[src/rtl/prio_event_encoder_if.sv]
// Bundle for the priority event encoder: request/mask/mode inputs, winner handshake and status.
// The master side is the encoder itself; the slave side is the event sources plus the consumer.
interface prio_event_encoder_if #(
  parameter int N          = 8,
  parameter int DROP_CNT_W = 8
);
  localparam int IDXW = $clog2(N);

  logic [N-1:0]          req;
  logic [N-1:0]          mask;
  logic                  mode;
  logic                  out_valid;
  logic                  out_ready;
  logic [IDXW-1:0]       out_idx;
  logic [N-1:0]          pend;
  logic                  any_pend;
  logic                  drop;
  logic [DROP_CNT_W-1:0] drop_cnt;

  modport master (
    input  req, mask, mode, out_ready,
    output out_valid, out_idx, pend, any_pend, drop, drop_cnt
  );

  modport slave (
    output req, mask, mode, out_ready,
    input  out_valid, out_idx, pend, any_pend, drop, drop_cnt
  );
endinterface

[src/rtl/prio_event_encoder.sv]
// Sticky event capture with a registered fixed-priority / round-robin winner on valid/ready.
// Also counts events lost because their source was already pending.
module prio_event_encoder #(
  parameter int N          = 8,
  parameter int DROP_CNT_W = 8
) (
  input  logic                   clk,
  input  logic                   rst,
  prio_event_encoder_if.master   bus
);
  localparam int IDXW = $clog2(N);

  logic [N-1:0]          r_pend;
  logic                  r_valid;
  logic [IDXW-1:0]       r_idx;
  logic [IDXW-1:0]       r_ptr;
  logic                  r_drop;
  logic [DROP_CNT_W-1:0] r_cnt;

  logic                  w_hs;
  logic                  w_load;
  logic [N-1:0]          w_clr;
  logic [N-1:0]          w_hold;
  logic [N-1:0]          w_pend_nxt;
  logic [N-1:0]          w_cand;
  logic [N-1:0]          w_lost;
  logic [IDXW-1:0]       w_win;
  logic [IDXW-1:0]       w_ptr_nxt;

  function automatic logic [IDXW-1:0] win_fixed(input logic [N-1:0] c);
    logic [IDXW-1:0] w;
    w = '0;
    for (int i = 0; i < N; i++) begin
      if (c[i]) w = IDXW'(i);
    end
    return w;
  endfunction

  // Scan from the far end back toward ptr so the last hit is the first set bit at/after ptr.
  function automatic logic [IDXW-1:0] win_rr(input logic [N-1:0] c, input logic [IDXW-1:0] p);
    logic [IDXW-1:0] w;
    int              j;
    w = '0;
    for (int k = N - 1; k >= 0; k--) begin
      j = int'(p) + k;
      if (j >= N) j = j - N;
      if (c[j]) w = IDXW'(j);
    end
    return w;
  endfunction

  function automatic logic [DROP_CNT_W-1:0] sat_inc(input logic [DROP_CNT_W-1:0] v);
    return (&v) ? v : v + DROP_CNT_W'(1);
  endfunction

  always_comb begin
    w_hs   = r_valid & bus.out_ready;
    w_load = ~r_valid | w_hs;
    w_clr  = '0;
    w_hold = '0;
    for (int i = 0; i < N; i++) begin
      w_clr[i]  = w_hs && (r_idx == IDXW'(i));
      w_hold[i] = r_valid && !w_hs && (r_idx == IDXW'(i));
    end
    // A new request on the bit being retired keeps it pending.
    w_pend_nxt = (r_pend & ~w_clr) | bus.req;
    w_cand     = w_pend_nxt & bus.mask & ~w_hold;
    w_lost     = bus.req & r_pend & ~w_clr;
    w_win      = bus.mode ? win_rr(w_cand, r_ptr) : win_fixed(w_cand);
    w_ptr_nxt  = (r_idx == IDXW'(N - 1)) ? '0 : r_idx + IDXW'(1);
  end

  always_ff @(posedge clk) begin
    if (rst) begin
      r_pend  <= '0;
      r_valid <= 1'b0;
      r_idx   <= '0;
      r_ptr   <= '0;
      r_drop  <= 1'b0;
      r_cnt   <= '0;
    end else begin
      r_pend <= w_pend_nxt;
      // The presented index is frozen until accepted, whatever mask/mode/req do meanwhile.
      if (w_load) begin
        r_valid <= |w_cand;
        if (|w_cand) r_idx <= w_win;
      end
      if (w_hs) r_ptr <= w_ptr_nxt;
      r_drop <= |w_lost;
      if (|w_lost) r_cnt <= sat_inc(r_cnt);
    end
  end

  assign bus.out_valid = r_valid;
  assign bus.out_idx   = r_idx;
  assign bus.pend      = r_pend;
  assign bus.any_pend  = |r_pend;
  assign bus.drop      = r_drop;
  assign bus.drop_cnt  = r_cnt;
endmodule

[src/flat_wrapper.sv]
// flat-port wrapper written by rule: the top's interface ports become plain ports
module prio_event_encoder_flat 
#(
  parameter int N          = 8,
  parameter int DROP_CNT_W = 8
)
  (clk, rst, bus_req, bus_mask, bus_mode, bus_out_ready, bus_out_valid, bus_out_idx, bus_pend, bus_any_pend, bus_drop, bus_drop_cnt);
  prio_event_encoder_if #(.N(N), .DROP_CNT_W(DROP_CNT_W)) bus_i ();
  input  logic clk;
  input  logic rst;
  input wire logic [$bits(bus_i.req)-1:0] bus_req;
  input wire logic [$bits(bus_i.mask)-1:0] bus_mask;
  input wire logic [$bits(bus_i.mode)-1:0] bus_mode;
  input wire logic [$bits(bus_i.out_ready)-1:0] bus_out_ready;
  output wire logic [$bits(bus_i.out_valid)-1:0] bus_out_valid;
  output wire logic [$bits(bus_i.out_idx)-1:0] bus_out_idx;
  output wire logic [$bits(bus_i.pend)-1:0] bus_pend;
  output wire logic [$bits(bus_i.any_pend)-1:0] bus_any_pend;
  output wire logic [$bits(bus_i.drop)-1:0] bus_drop;
  output wire logic [$bits(bus_i.drop_cnt)-1:0] bus_drop_cnt;
  assign bus_i.req = bus_req;
  assign bus_i.mask = bus_mask;
  assign bus_i.mode = bus_mode;
  assign bus_i.out_ready = bus_out_ready;
  assign bus_out_valid = bus_i.out_valid;
  assign bus_out_idx = bus_i.out_idx;
  assign bus_pend = bus_i.pend;
  assign bus_any_pend = bus_i.any_pend;
  assign bus_drop = bus_i.drop;
  assign bus_drop_cnt = bus_i.drop_cnt;
  prio_event_encoder #(.N(N), .DROP_CNT_W(DROP_CNT_W)) u_core (.clk(clk), .rst(rst), .bus(bus_i));
endmodule
[config.mk]
export PLATFORM = sky130hd
export DESIGN_NAME = prio_event_encoder_flat
export DESIGN_NICKNAME = d
export VERILOG_FILES = /design/src/rtl/prio_event_encoder_if.sv /design/src/rtl/prio_event_encoder.sv /design/src/flat_wrapper.sv
export SDC_FILE = /design/constraint.sdc
export NUM_CORES = 1
export LEC_CHECK = 0
export BUFFER_PORTS_ARGS = -buffer_cell sky130_fd_sc_hd__clkbuf_2
export CAP_MARGIN = 5
export CELL_PAD_IN_SITES_DETAIL_PLACEMENT = 0
export CELL_PAD_IN_SITES_GLOBAL_PLACEMENT = 1
export CORE_MARGIN = 5
export CORE_UTILIZATION = 39
export CTS_CLUSTER_SIZE = 16
export DETAILED_ROUTE_END_ITERATION = 8
export GPL_TIMING_DRIVEN = 0
export MAX_ROUTING_LAYER = met4
export PLACE_DENSITY = 0.76
export SLEW_MARGIN = 20
export SYNTH_ARGS = -nofsm -noshare
export SYNTH_HDL_FRONTEND = slang
export SYNTH_SLANG_ARGS = --single-unit
[constraint.sdc]
create_clock -name clk -period 2.55 [get_ports clk]
set_input_delay 0.255 -clock clk [delete_from_list [all_inputs] [get_ports clk]]
set_output_delay 0.255 -clock clk [all_outputs]
set_load 0.03 [all_outputs]
# ---- Yosys cells after proc, flatten, opt, wreduce, memory -nomap -nowiden
# Index checks and enable logic that the tools add are counted.
dict set report totals {
  ff_bits 24
  inputBits 20
  output_inout_bits 22
  elab_cells 132
}
dict set report op_classes {
  add_sub_neg 17
  order_cmp 16
  eq_ne 7
  muxes 49
  bitwise_logic 12
  n_reduce_logical 25
}
# operator n
set op_table {}
lappend op_table {{< comparator 32 x 5 -> 1 bit (second input constant)} 8}
lappend op_table {{2-to-1 mux 32 bit} 8}
lappend op_table {{greater-or-equal comparator 32 x 5 -> 1 bit (second input constant)} 7}
lappend op_table {{subtractor 32 x 5 -> 32 bit (second input constant)} 7}
lappend op_table {{2-to-1 mux 3 bit} 14}
lappend op_table {{AND 8 bit} 5}
lappend op_table {{binary-select mux 1 bit (select 3 bit)} 8}
lappend op_table {{OR reduction 8 bit} 3}
lappend op_table {{logical AND 1 bit} 17}
lappend op_table {{2-to-1 mux 1 bit} 17}
lappend op_table {{adder 3 x 3 -> 4 bit (second input constant)} 4}
lappend op_table {{inverter 8 bit} 2}
lappend op_table {{== test 3 bit (second input constant)} 4}
lappend op_table {{adder 3 x 2 -> 4 bit (second input constant)} 2}
lappend op_table {{adder 8 x 1 -> 8 bit (second input constant)} 1}
lappend op_table {{bitwise OR 8 bit} 1}
lappend op_table {{AND reduction 8 bit} 1}
lappend op_table {{== test 3 x 2 -> 1 bit (second input constant)} 2}
lappend op_table {{subtractor 3 x 4 -> 5 bit (second input constant)} 1}
lappend op_table {{adder 3 x 1 -> 4 bit (second input constant)} 1}
lappend op_table {{greater-or-equal comparator 3 x 4 -> 1 bit (second input constant)} 1}
lappend op_table {{2-to-1 mux 2 bit} 2}
lappend op_table {{AND reduction 2 bit} 2}
lappend op_table {{adder 3 x 1 -> 3 bit (second input constant)} 1}
lappend op_table {{other kinds (6)} 7}

# ---- Logic depth before layout (Yosys ltp)
# Gate-level depths: netlist (run 1).
dict set report logic_depth {
  depth_word 19
  depth_mapped 11
  mapped_depth_nobuf 9
}

# ---- Least setup slack after synthesis (run 1)
# OpenSTA, ideal clock, no wires.
dict set report synth_timing {
  kind {flip-flop to flip-flop}
  from {register u_core.r_idx[2] (netlist: u_core.bus.out_idx[2])}
  to {register u_core.r_idx[1] (netlist: u_core.bus.out_idx[1])}
  setup_time_ns 0.087
  arrival_time_ns 2.578
  required_time_ns 2.463
  slack_ns -0.115
  stages_incl_launch_ff 11
  path_buffers 1
  period_less_slack_ns 2.665
  cell_sequence {dfxtp_1 -> buf_4 -> inv_1 -> ha_1 -> o2bb2ai_2 -> a21boi_2 -> mux2i_1 -> mux4_2 -> o311ai_1 -> a32oi_1 -> o31ai_1}
}
dict set report synth_between {
  elab_chain_len 19
  word_cells_on_any_way 71
  cone_classes {eq/ne (7); mux (39); bitwise (6); reduce/logical (19)}
}
# element line
set synth_rtl {}
lappend synth_rtl {{from (decl)} prio_event_encoder.sv:15} ;# logic [IDXW-1:0] r_idx;
lappend synth_rtl {{from (signal assigned)} prio_event_encoder.sv:86} ;# if (|w_cand) r_idx <= w_win;
lappend synth_rtl {{== test 3 x 1 -> 1 bit, or another cell as far along} {prio_event_encoder.sv:62, prio_event_encoder.sv:63}}
lappend synth_rtl {{logical AND 1 bit} prio_event_encoder.sv:62} ;# w_clr[i] = w_hs && (r_idx == IDXW'(i));
lappend synth_rtl {{inverter 8 bit} prio_event_encoder.sv:66} ;# w_pend_nxt = (r_pend & ~w_clr) | bus.req;
lappend synth_rtl {{AND 8 bit} prio_event_encoder.sv:66}
lappend synth_rtl {{bitwise OR 8 bit} prio_event_encoder.sv:66}
lappend synth_rtl {{AND 8 bit} prio_event_encoder.sv:67} ;# w_cand = w_pend_nxt & bus.mask & ~w_hold;
lappend synth_rtl {{AND 8 bit *} prio_event_encoder.sv:67}
lappend synth_rtl {{binary-select mux 1 bit (select 3 bit)} prio_event_encoder.sv:47} ;# if (c[j]) w = IDXW'(j);
lappend synth_rtl {{2-to-1 mux 1 bit (implied by the code) (2 in series)} prio_event_encoder.sv:47}
lappend synth_rtl {{2-to-1 mux 3 bit (8 in series)} prio_event_encoder.sv:47}
lappend synth_rtl {{2-to-1 mux 3 bit} prio_event_encoder.sv:69} ;# w_win = bus.mode ? win_rr(w_cand, r_ptr) : win_fixed(w_cand);
# Every way passes the cells marked *; elsewhere a longest branch is shown, timed or not. The select of a mux whose other input is x is not followed.
# A chain may end at the register's enable or synchronous reset.

# ---- Worst setup path after layout (run 1)
dict set report layout_timing {
  from {register u_core.r_idx[0] (netlist: u_core.bus.out_idx[0])}
  to {register u_core.r_idx[0] (netlist: u_core.bus.out_idx[0])}
}
# Same word-level chain as after synthesis.

==> results of run 1 <==
layer usage:
| metal | GRT usage [%] | up-vias | part of all wire [%] |
|---|---|---|---|
| li1 | - | 1210 | - |
| met5 | - | - | 0 |
| met2 | 31.5 | 97 | 48 |
| met3 | 3.45 | 15 | 6.3 |
| met1 | 27.4 | 1231 | 44 |
| met4 | 2.47 | 0 | 1.5 |
logic make-up (layout without fill, tap and decap cells):
kind of cell	after synthesis	in the layout	share of synthesized area, %
mux	37	37	22.8
buf+inv	26	95	4.91
compound gates	79	79	25.4
flops	24	24	19.8
fa+ha+maj	9	9	4.65
simple gates	92	92	19.1
xor+xnor	9	9	3.26
final cells by class:
class                   instances  area, µm²  share of cell area, %
clock buffers                   3       41.3                   1.28
flip-flops and latches         24        493                   15.2
well taps                      75       93.8                   2.90
multi-input cells             226       2030                   62.7
plain buffers                  14       92.6                   2.86
repair buffers                 66        407                   12.6
inverters                      11       48.8                   1.51
clock inverters                 1       30.0                  0.928
layout by cell type, fill, tap and decap left out, types with 8 or more instances in the layout:
master,synthesis,layout
buf_4,2,25
o21ai_0,9,8
nand3_1,16,16
mux2i_1,19,17
nand2_1,17,17
mux4_2,10,10
a21oi_1,18,18
clkbuf_2,0,42
nor2_1,30,30
dfxtp_1,24,20
cells in the mapped netlist, drive strengths merged, types with 3 or more instances:
library cell	count
nor4	5
nand2	17
nor2	30
buf	9
nand4b	6
o31ai	5
nand4	4
a21oi	19
mux2	4
dfxtp	24
nor3	4
o22a	3
xnor2	7
nand3	16
mux2i	21
mux4	12
o221ai	5
a31oi	4
ha	9
nor2b	3
a21boi	4
o21ai	11
clkbuf	6
a2bb2oi	3
inv	10
worst max-delay path, delay by kind of cell (launching register included):
family                     cells  cell delay [ns]
adders and majority gates      2             0.34
AOI/OAI and AO/OA              5             0.83
DFF                            1             0.42
muxes                          2             0.86
metrics by stage:
| step | area [µm²] | total power, W | setup TNS [ns] |
|---|---|---|---|
| after CTS | 3050 | 0.00169 | 0 |
| final | 3240 | 0.00179 | 0 |
| after global routing | 3240 | 0.00188 | -0.144 |
| after detailed placement | 2720 | 0.00123 | -0.896 |
| after global placement | 2720 | 0.00122 | -0.845 |
| after floorplan | 2430 | 0.00103 | 0 |
state kept, by name, summed over array words and instances, names as in the netlist:
signal,cells
u_core.bus.drop_cnt,8
u_core.bus.pend,8
u_core.bus.out_idx,3
u_core.r_ptr,3
u_core.bus.drop,1
u_core.bus.out_valid,1
path summary, 6_finish.rpt:
check             cells past startpoint                endpoint              startpoint
hold reg to reg                       2  u_core.bus.drop_cnt[3]  u_core.bus.drop_cnt[3]
setup reg to reg                      9   u_core.bus.out_idx[0]   u_core.bus.out_idx[0]
hold / removal                        3      u_core.bus.pend[0]              bus_req[0]
setup / recovery                      9   u_core.bus.out_idx[0]   u_core.bus.out_idx[0]
timing repair:
action                                  4_1_cts  5_1_grt
cloned                                        0        0
endpoints found under the setup margin        3        3
buffers inserted                             15       11
resized for setup                            33       20
pin swaps                                     9       18
where the power goes:
part | switching [W] | internal [W] | total, W
Sequential | 0.0000493 | 0.000414 | 0.000463
Combinational | 0.000540 | 0.000434 | 0.000975
Clock | 0.000142 | 0.000210 | 0.000353
==> out/results.ini, run 1 <==
[run_status]
outcome=complete, no violations

[floorplan]
io_pins=42
core_mm2=0.00599
die_h_um=88.8
die_area_mm2=0.00788
die_w_um=88.8
fp-row-count=28
start_util_pct=40.4

[worst_setup_path]
rrSetupSlack_ns=0.03
end_kind=flop
criticalPathCategory=reg -> reg
cp_data_arrival_time_ns=2.73
cp_data_required_time_ns=2.76
cp_common_cell=ha_4
worst_path_max_delay_cell=mux4_2
slowest_delay_ns=0.56
crit_path_cell_trace=ha_4 > ha_4 > o2bb2ai_4 > a21boi_4 > mux2_4 > mux4_2 > a2111oi_4 > o21ai_1 > a31oi_1
critPathLaunchType=flop
path_max_fanout=6

[pwr]
p_leak_nw=1.27
ir_worst_vdd_mv=0.276
powerDensity_mw_per_mm2=553

[placement]
port_buffers=40
post-place-ws_ns=-0.334
dp.cells=391
dp_hpwl_mm=5.47
gp_congestion=0.859

[cells_and_area]
syn_to_final_growth_pct=33.7
layout-drive-gt1-share_pct=38.8
finalCoreUtilization_pct=54.0
nFillCells=537
instances_no_fill=420
antenna_cells=0
nets=375

[logic_synthesis]
synth_seq_cells=24
synth_edf_count=0
synth_cell_types=67
avgSynthCellArea_um2=8.77
synth.area.top_cells=dfxtp_1 (20%), mux4_2 (9.3%), mux2i_1 (7.9%)
async_flop_share_pct=0
synth_top_cell_by_area=dfxtp_1
syn-cell-area_mm2=0.00242
synth_top_flop_cell=dfxtp_1
seq_area_frac_synth_pct=19.8
synth_warnings=0
synthCells=276
synth_top_area_share_pct=19.8
synth.net_count=305

[sta]
finalCritPeriodShare_pct=98.9
slew_violations=0
rsz0062_at_grt=yes
max_freq_ghz=0.397
relSlewSlack_pct=53.8
setup_slack_ns=0.0289
period_needed_ns=2.52
setup_viol=0
worstMarginPinSlew_ns=0.689
holdWs_ns=0.234
finClkSkew_ns=0.00322
finalHoldViolations=0

[global_route]
antenna_found_initial=0
grtUsageTotal_pct=19.9
grt_pass1_vias=2345
grt_pass1_wl_mm=11.9
grt_max_degree=15
grt-ovfl-total=0

[clock_network]
root_buffer=clkbuf_8
cts.sinks=24
htree_levels=1
clk-insertion-delay-late_ns=0.28
clock_path_buffers=2
clk_pin_slew_ns=0.10
cts_hold_buf=0
cts_tree=done
numCtsBuffers=3

[routing]
wl_mm=7.94
drt_iter0_markers=266
ant_nets=0
route.vias.total=2553
dr.pass1.iters=4
vias_per_cell=6.08
drc_errors=0
routedWlPerCell_um=18.9

[flow_run]
cap_violations=0

[worst_hold_path]
hold_class=in -> reg

No activity file was read; power rests on OpenSTA's default activity.
==> run 2, diff against run 1 <==
CORE_MARGIN = unset   (was 5)
==> out/results.ini, run 2 (synthesis gave the netlist of run 1 again) <==
[placement]
gp_congestion=0.881
dp_hpwl_mm=5.30
post-place-ws_ns=-0.288
dpl_cell_area_mm2=0.00272
port_buffers=40

[sta]
worstMarginPinSlew_ns=0.595
max_freq_ghz=0.394
period_needed_ns=2.54
fin_tns_setup_ns=0
rsz0062_at_grt=yes
slew_violations=0
finalHoldViolations=0
setup_viol=0
relSlewSlack_pct=60.1
setup_slack_ns=0.0115
finClkSkew_ns=0.00109
finalCritPeriodShare_pct=99.6

[routing]
dr.max_layer_used=met4
route.met2.wl_mm=3.47
route.vias.total=2497
wl_met3_um=429
drc_errors=0
ant_nets=0
m1WireLength_mm=3.34
drt_iter0_markers=360
routedWlPerCell_um=18.1
vias_per_cell=6.14
wl_mm=7.37
dr.pass1.iters=4

[worst_setup_path]
criticalPathCategory=reg -> reg
critical_path.endpoint=u_core.bus.out_idx[1]
startpoint=u_core.bus.out_idx[1]
cp_data_required_time_ns=2.72
cp_data_arrival_time_ns=2.70
end_kind=flop
critPathLaunchType=flop
timing.rr.start=u_core.bus.out_idx[1]
r2r-end=u_core.bus.out_idx[1]
path_max_fanout=7
r2r_cells=10
rrSetupSlack_ns=0.01

[floorplan]
die_w_um=80.8
io_pins=42
die_h_um=80.8
die_area_mm2=0.00653
start_util_pct=40.7
core_mm2=0.00596
fp-row-count=28

[worst_hold_path]
hold_class=in -> reg
hp-start=bus_req[1]

[clock_network]
cts_tree=done
numCtsBuffers=3
root_buffer=clkbuf_8
htree_levels=1
clock_path_buffers=2
clk-insertion-delay-late_ns=0.27
clk_pin_slew_ns=0.10
cts.sinks=24

[cells_and_area]
nFillCells=577
nets=362
final_common_cell=clkbuf_2
layout-drive-gt1-share_pct=36.1
fin_area_mm2=0.00313
antenna_cells=0
finalCoreUtilization_pct=52.5
mostFrequentLayoutCells=clkbuf_2 (42), nor2_1 (30), dfxtp_1 (21)
syn_to_final_growth_pct=29.3

[pwr]
p_total_w=0.00174
powerDensity_mw_per_mm2=555
p_leak_nw=1.20
ir_worst_vdd_mv=0.296

[global_route]
antenna_found_initial=0
grtUsageTotal_pct=24.2
grt_pass1_vias=2277
grt_max_degree=15
grt-ovfl-total=0
grt_pass1_wl_mm=11.6

[flow_run]
cap_violations=0

[run_status]
outcome=complete, no violations

[run 2: what timing repair did]
action / in CTS / in global routing
hold buffers: 0 / 0
cloned: 1 / 0
gates resized for setup: 30 / 18
setup buffers: 8 / 4
pin swaps: 5 / 9
setup endpoints to repair: 3 / 10
[run 2: worst min-delay path by stage]
stage	to	depth (start not counted)
floorplan	u_core.bus.pend[0]	2
global placement	u_core.bus.pend[0]	3
detailed placement	u_core.bus.pend[5]	3
CTS	u_core.bus.pend[5]	3
global route	u_core.bus.pend[5]	3
finish	u_core.bus.pend[1]	3
[run 2: through the flow]
stage	std cells	hold slack [ns]
2_1_floorplan	276	0.372
3_5_place_dp	391	0.522
6_report	407	0.234
4_1_cts	403	0.230
5_1_grt	407	0.241
3_3_place_gp	391	0.514
[run 2: worst max-delay path: stages, from the launching register on]
cell and delay (ns):
dfxtp_4 0.41, buf_6 0.11, ha_4 0.16, a21boi_4 0.21, a21oi_4 0.11, mux2_4 0.30
mux4_2 0.53, buf_6 0.15, nand4b_1 0.15, a32oi_1 0.22, o31ai_1 0.09
[run 2: routing by layer]
| metal | GRT usage [%] | vias to the layer above |
|---|---|---|
| met1 | 32.4 | 1190 |
| met4 | 6.96 | 0 |
| met5 | - | - |
| li1 | - | 1189 |
| met2 | 37.3 | 102 |
| met3 | 4.04 | 16 |
[run 2: area by class of cell]
| type | instances | area, µm² | area share (%) |
|---|---|---|---|
| Clock buffer | 3 | 41.3 | 1.32 |
| Inverter | 11 | 47.5 | 1.52 |
| Clock inverter | 1 | 30.0 | 0.960 |
| Tap cell | 75 | 93.8 | 3.00 |
| Buffer | 14 | 88.8 | 2.84 |
| Sequential cell | 24 | 492 | 15.7 |
| Multi-Input combinational cell | 227 | 2040 | 65.1 |
| Timing Repair Buffer | 52 | 298 | 9.52 |
[run 2: power by group]
| part | internal, W | total (W) | switching (W) |
|---|---|---|---|
| combinational | 0.000402 | 0.000923 | 0.000521 |
| clock | 0.000210 | 0.000348 | 0.000138 |
| sequential | 0.000414 | 0.000465 | 0.0000507 |
==> run 3, diff against run 2 <==
CORE_UTILIZATION = 43   (was 39)
PLACE_DENSITY = 0.79   (was 0.76)
clock period = 2.5 ns   (was 2.55 ns; I/O delays follow)
==> out/results.ini, run 3 (synthesis gave the netlist of run 1 again) <==
[pwr]
ir_worst_vdd_mv=0.321
clkPwrFrac_pct=19.1
p_leak_nw=1.27
p_sw_w=0.000763
pwr-share-seq_pct=25.3
p_total_w=0.00187
powerDensity_mw_per_mm2=572
p_sw_share_pct=40.9
p_int_w=0.00110
pwr-share-comb_pct=55.6

[sta]
finalCritPeriodShare_pct=101
fin_tns_setup_ns=-0.0606
setup_slack_ns=-0.0313
rsz0062_at_grt=yes
finalHoldViolations=0
worstMarginPinSlew_ns=0.694
period_needed_ns=2.53
setup_viol=3
max_freq_ghz=0.395
finClkSkew_ns=0.00624
slew_violations=0
relSlewSlack_pct=53.4

[floorplan]
die_w_um=77.0
die_area_mm2=0.00593
start_util_pct=45.9
core_mm2=0.00527
die_h_um=77.0
fp-row-count=26
io_pins=42

[cells_and_area]
antenna_cells=0
syn_to_final_growth_pct=34.7
final_common_cell=clkbuf_2
nets=372
nFillCells=470
instances_no_fill=412
layout-drive-gt1-share_pct=39.8
mostFrequentLayoutCells=clkbuf_2 (42), nor2_1 (30), buf_4 (20), dfxtp_1 (20), nand2_1 (17)

[worst_setup_path]
cp_data_required_time_ns=2.70
startpoint=u_core.bus.out_idx[1]
path_max_fanout=4
cp_data_arrival_time_ns=2.73
end_kind=flop
rrSetupSlack_ns=-0.03
critPathLaunchType=flop
criticalPathCategory=reg -> reg
critical_path.endpoint=u_core.bus.out_idx[2]
timing.rr.start=u_core.bus.out_idx[1]
r2r_cells=10
r2r-end=u_core.bus.out_idx[2]

[clock_network]
htree_levels=1
root_buffer=clkbuf_8
clk_pin_slew_ns=0.10
numCtsBuffers=3
clk-insertion-delay-late_ns=0.28
cts.sinks=24
cts_tree=done
cts_hold_buf=0
clock_path_buffers=2

[routing]
drt_iter0_markers=264
routedWlPerCell_um=19.5
drc_errors=0
route.vias.total=2630
ant_nets=0
wl_mm=8.04
dr.pass1.iters=4
vias_per_cell=6.38

[placement]
dp.cells=386
port_buffers=40
gp_congestion=0.912
post-place-ws_ns=-0.376
dp_hpwl_mm=5.37

[global_route]
grt-ovfl-total=0
grt_max_degree=15
antenna_found_initial=0
grtUsageTotal_pct=27.2
grt_pass1_wl_mm=12.6
grt_pass1_vias=2501

[run_status]
outcome=complete, but fails checks
violations=negative setup slack

[flow_run]
cap_violations=0

[worst_hold_path]
hold_class=in -> reg
min_path_cells=3

==> run 3: cell count changes in the layout (fill, tap and decap cells not counted), moves of 2 or more <==
cell | before | now
buf_4 | 11 | 20
buf_8 | 0 | 2
inv_4 | 2 | 4
mux2i_4 | 1 | 3
==> run 3: power groups by stage <==
stage	logic (W)	registers [W]	clock network [W]
floorplan	0.000525	0.000527	0
global placement	0.000771	0.000474	0
detailed placement	0.000770	0.000476	0
CTS	0.000906	0.000471	0.000362
global route	0.00110	0.000477	0.000377
finish	0.00104	0.000471	0.000356
==> run 3: cell type report <==
class | instances | area [µm²] | share of cell area (%)
multi-input combinational | 226 | 2070 | 63.5
sequential | 24 | 493 | 15.1
timing repair buffer | 63 | 392 | 12.0
buffer | 14 | 96.3 | 2.95
tap | 70 | 87.6 | 2.69
inverter | 11 | 51.3 | 1.57
clock buffer | 3 | 41.3 | 1.27
clock inverter | 1 | 30.0 | 0.921
==> run 3: per-stage QoR <==
| stage | hold slack (ns) | util [%] | cell area, µm² |
|---|---|---|---|
| 6_report | 0.228 | 61.9 | 3260 |
| 2_1_floorplan | 0.367 | - | 2430 |
| 4_1_cts | 0.233 | 58.7 | 3090 |
| 3_5_place_dp | 0.518 | 51.5 | 2720 |
| 5_1_grt | 0.260 | 61.9 | 3260 |
| 3_3_place_gp | 0.510 | 51.5 | 2720 |
==> run 3: how the worst min path moves through the flow <==
stage,startpoint,end,slack [ns]
CTS,bus_req[0],u_core.bus.pend[0],0.23
global placement,bus_req[0],u_core.bus.pend[0],0.51
global route,bus_req[1],u_core.bus.pend[1],0.26
finish,bus_req[0],u_core.bus.pend[0],0.23
floorplan,bus_req[0],u_core.bus.pend[0],0.37
detailed placement,bus_req[0],u_core.bus.pend[0],0.52
==> run 3: timing repair <==
item,CTS,global route
resized for setup,38,25
buffers inserted,17,7
pin swaps,8,12
setup endpoints to repair,3,7
==> run 3: layer usage <==
metal  track usage, %  up-vias  part of all wire, %  wire length, µm
met3             5.71        2                  7.9              634
met2             44.2      140                   49             3930
met4             4.34        0                 0.21               17
li1                 -     1200                    -                -
met5                -        -                    0                0
met1             35.3     1288                   43             3460
==> run 3: critical path, cell delays in order, from the launching register on <==
cell       delay, ns
dfxtp_4         0.39
ha_4            0.18
ha_2            0.21
a2bb2oi_2       0.17
o21ai_2         0.10
buf_4           0.15
mux4_2          0.51
nand2b_4        0.16
o211a_1         0.12
o31a_1          0.31
o31ai_2         0.16
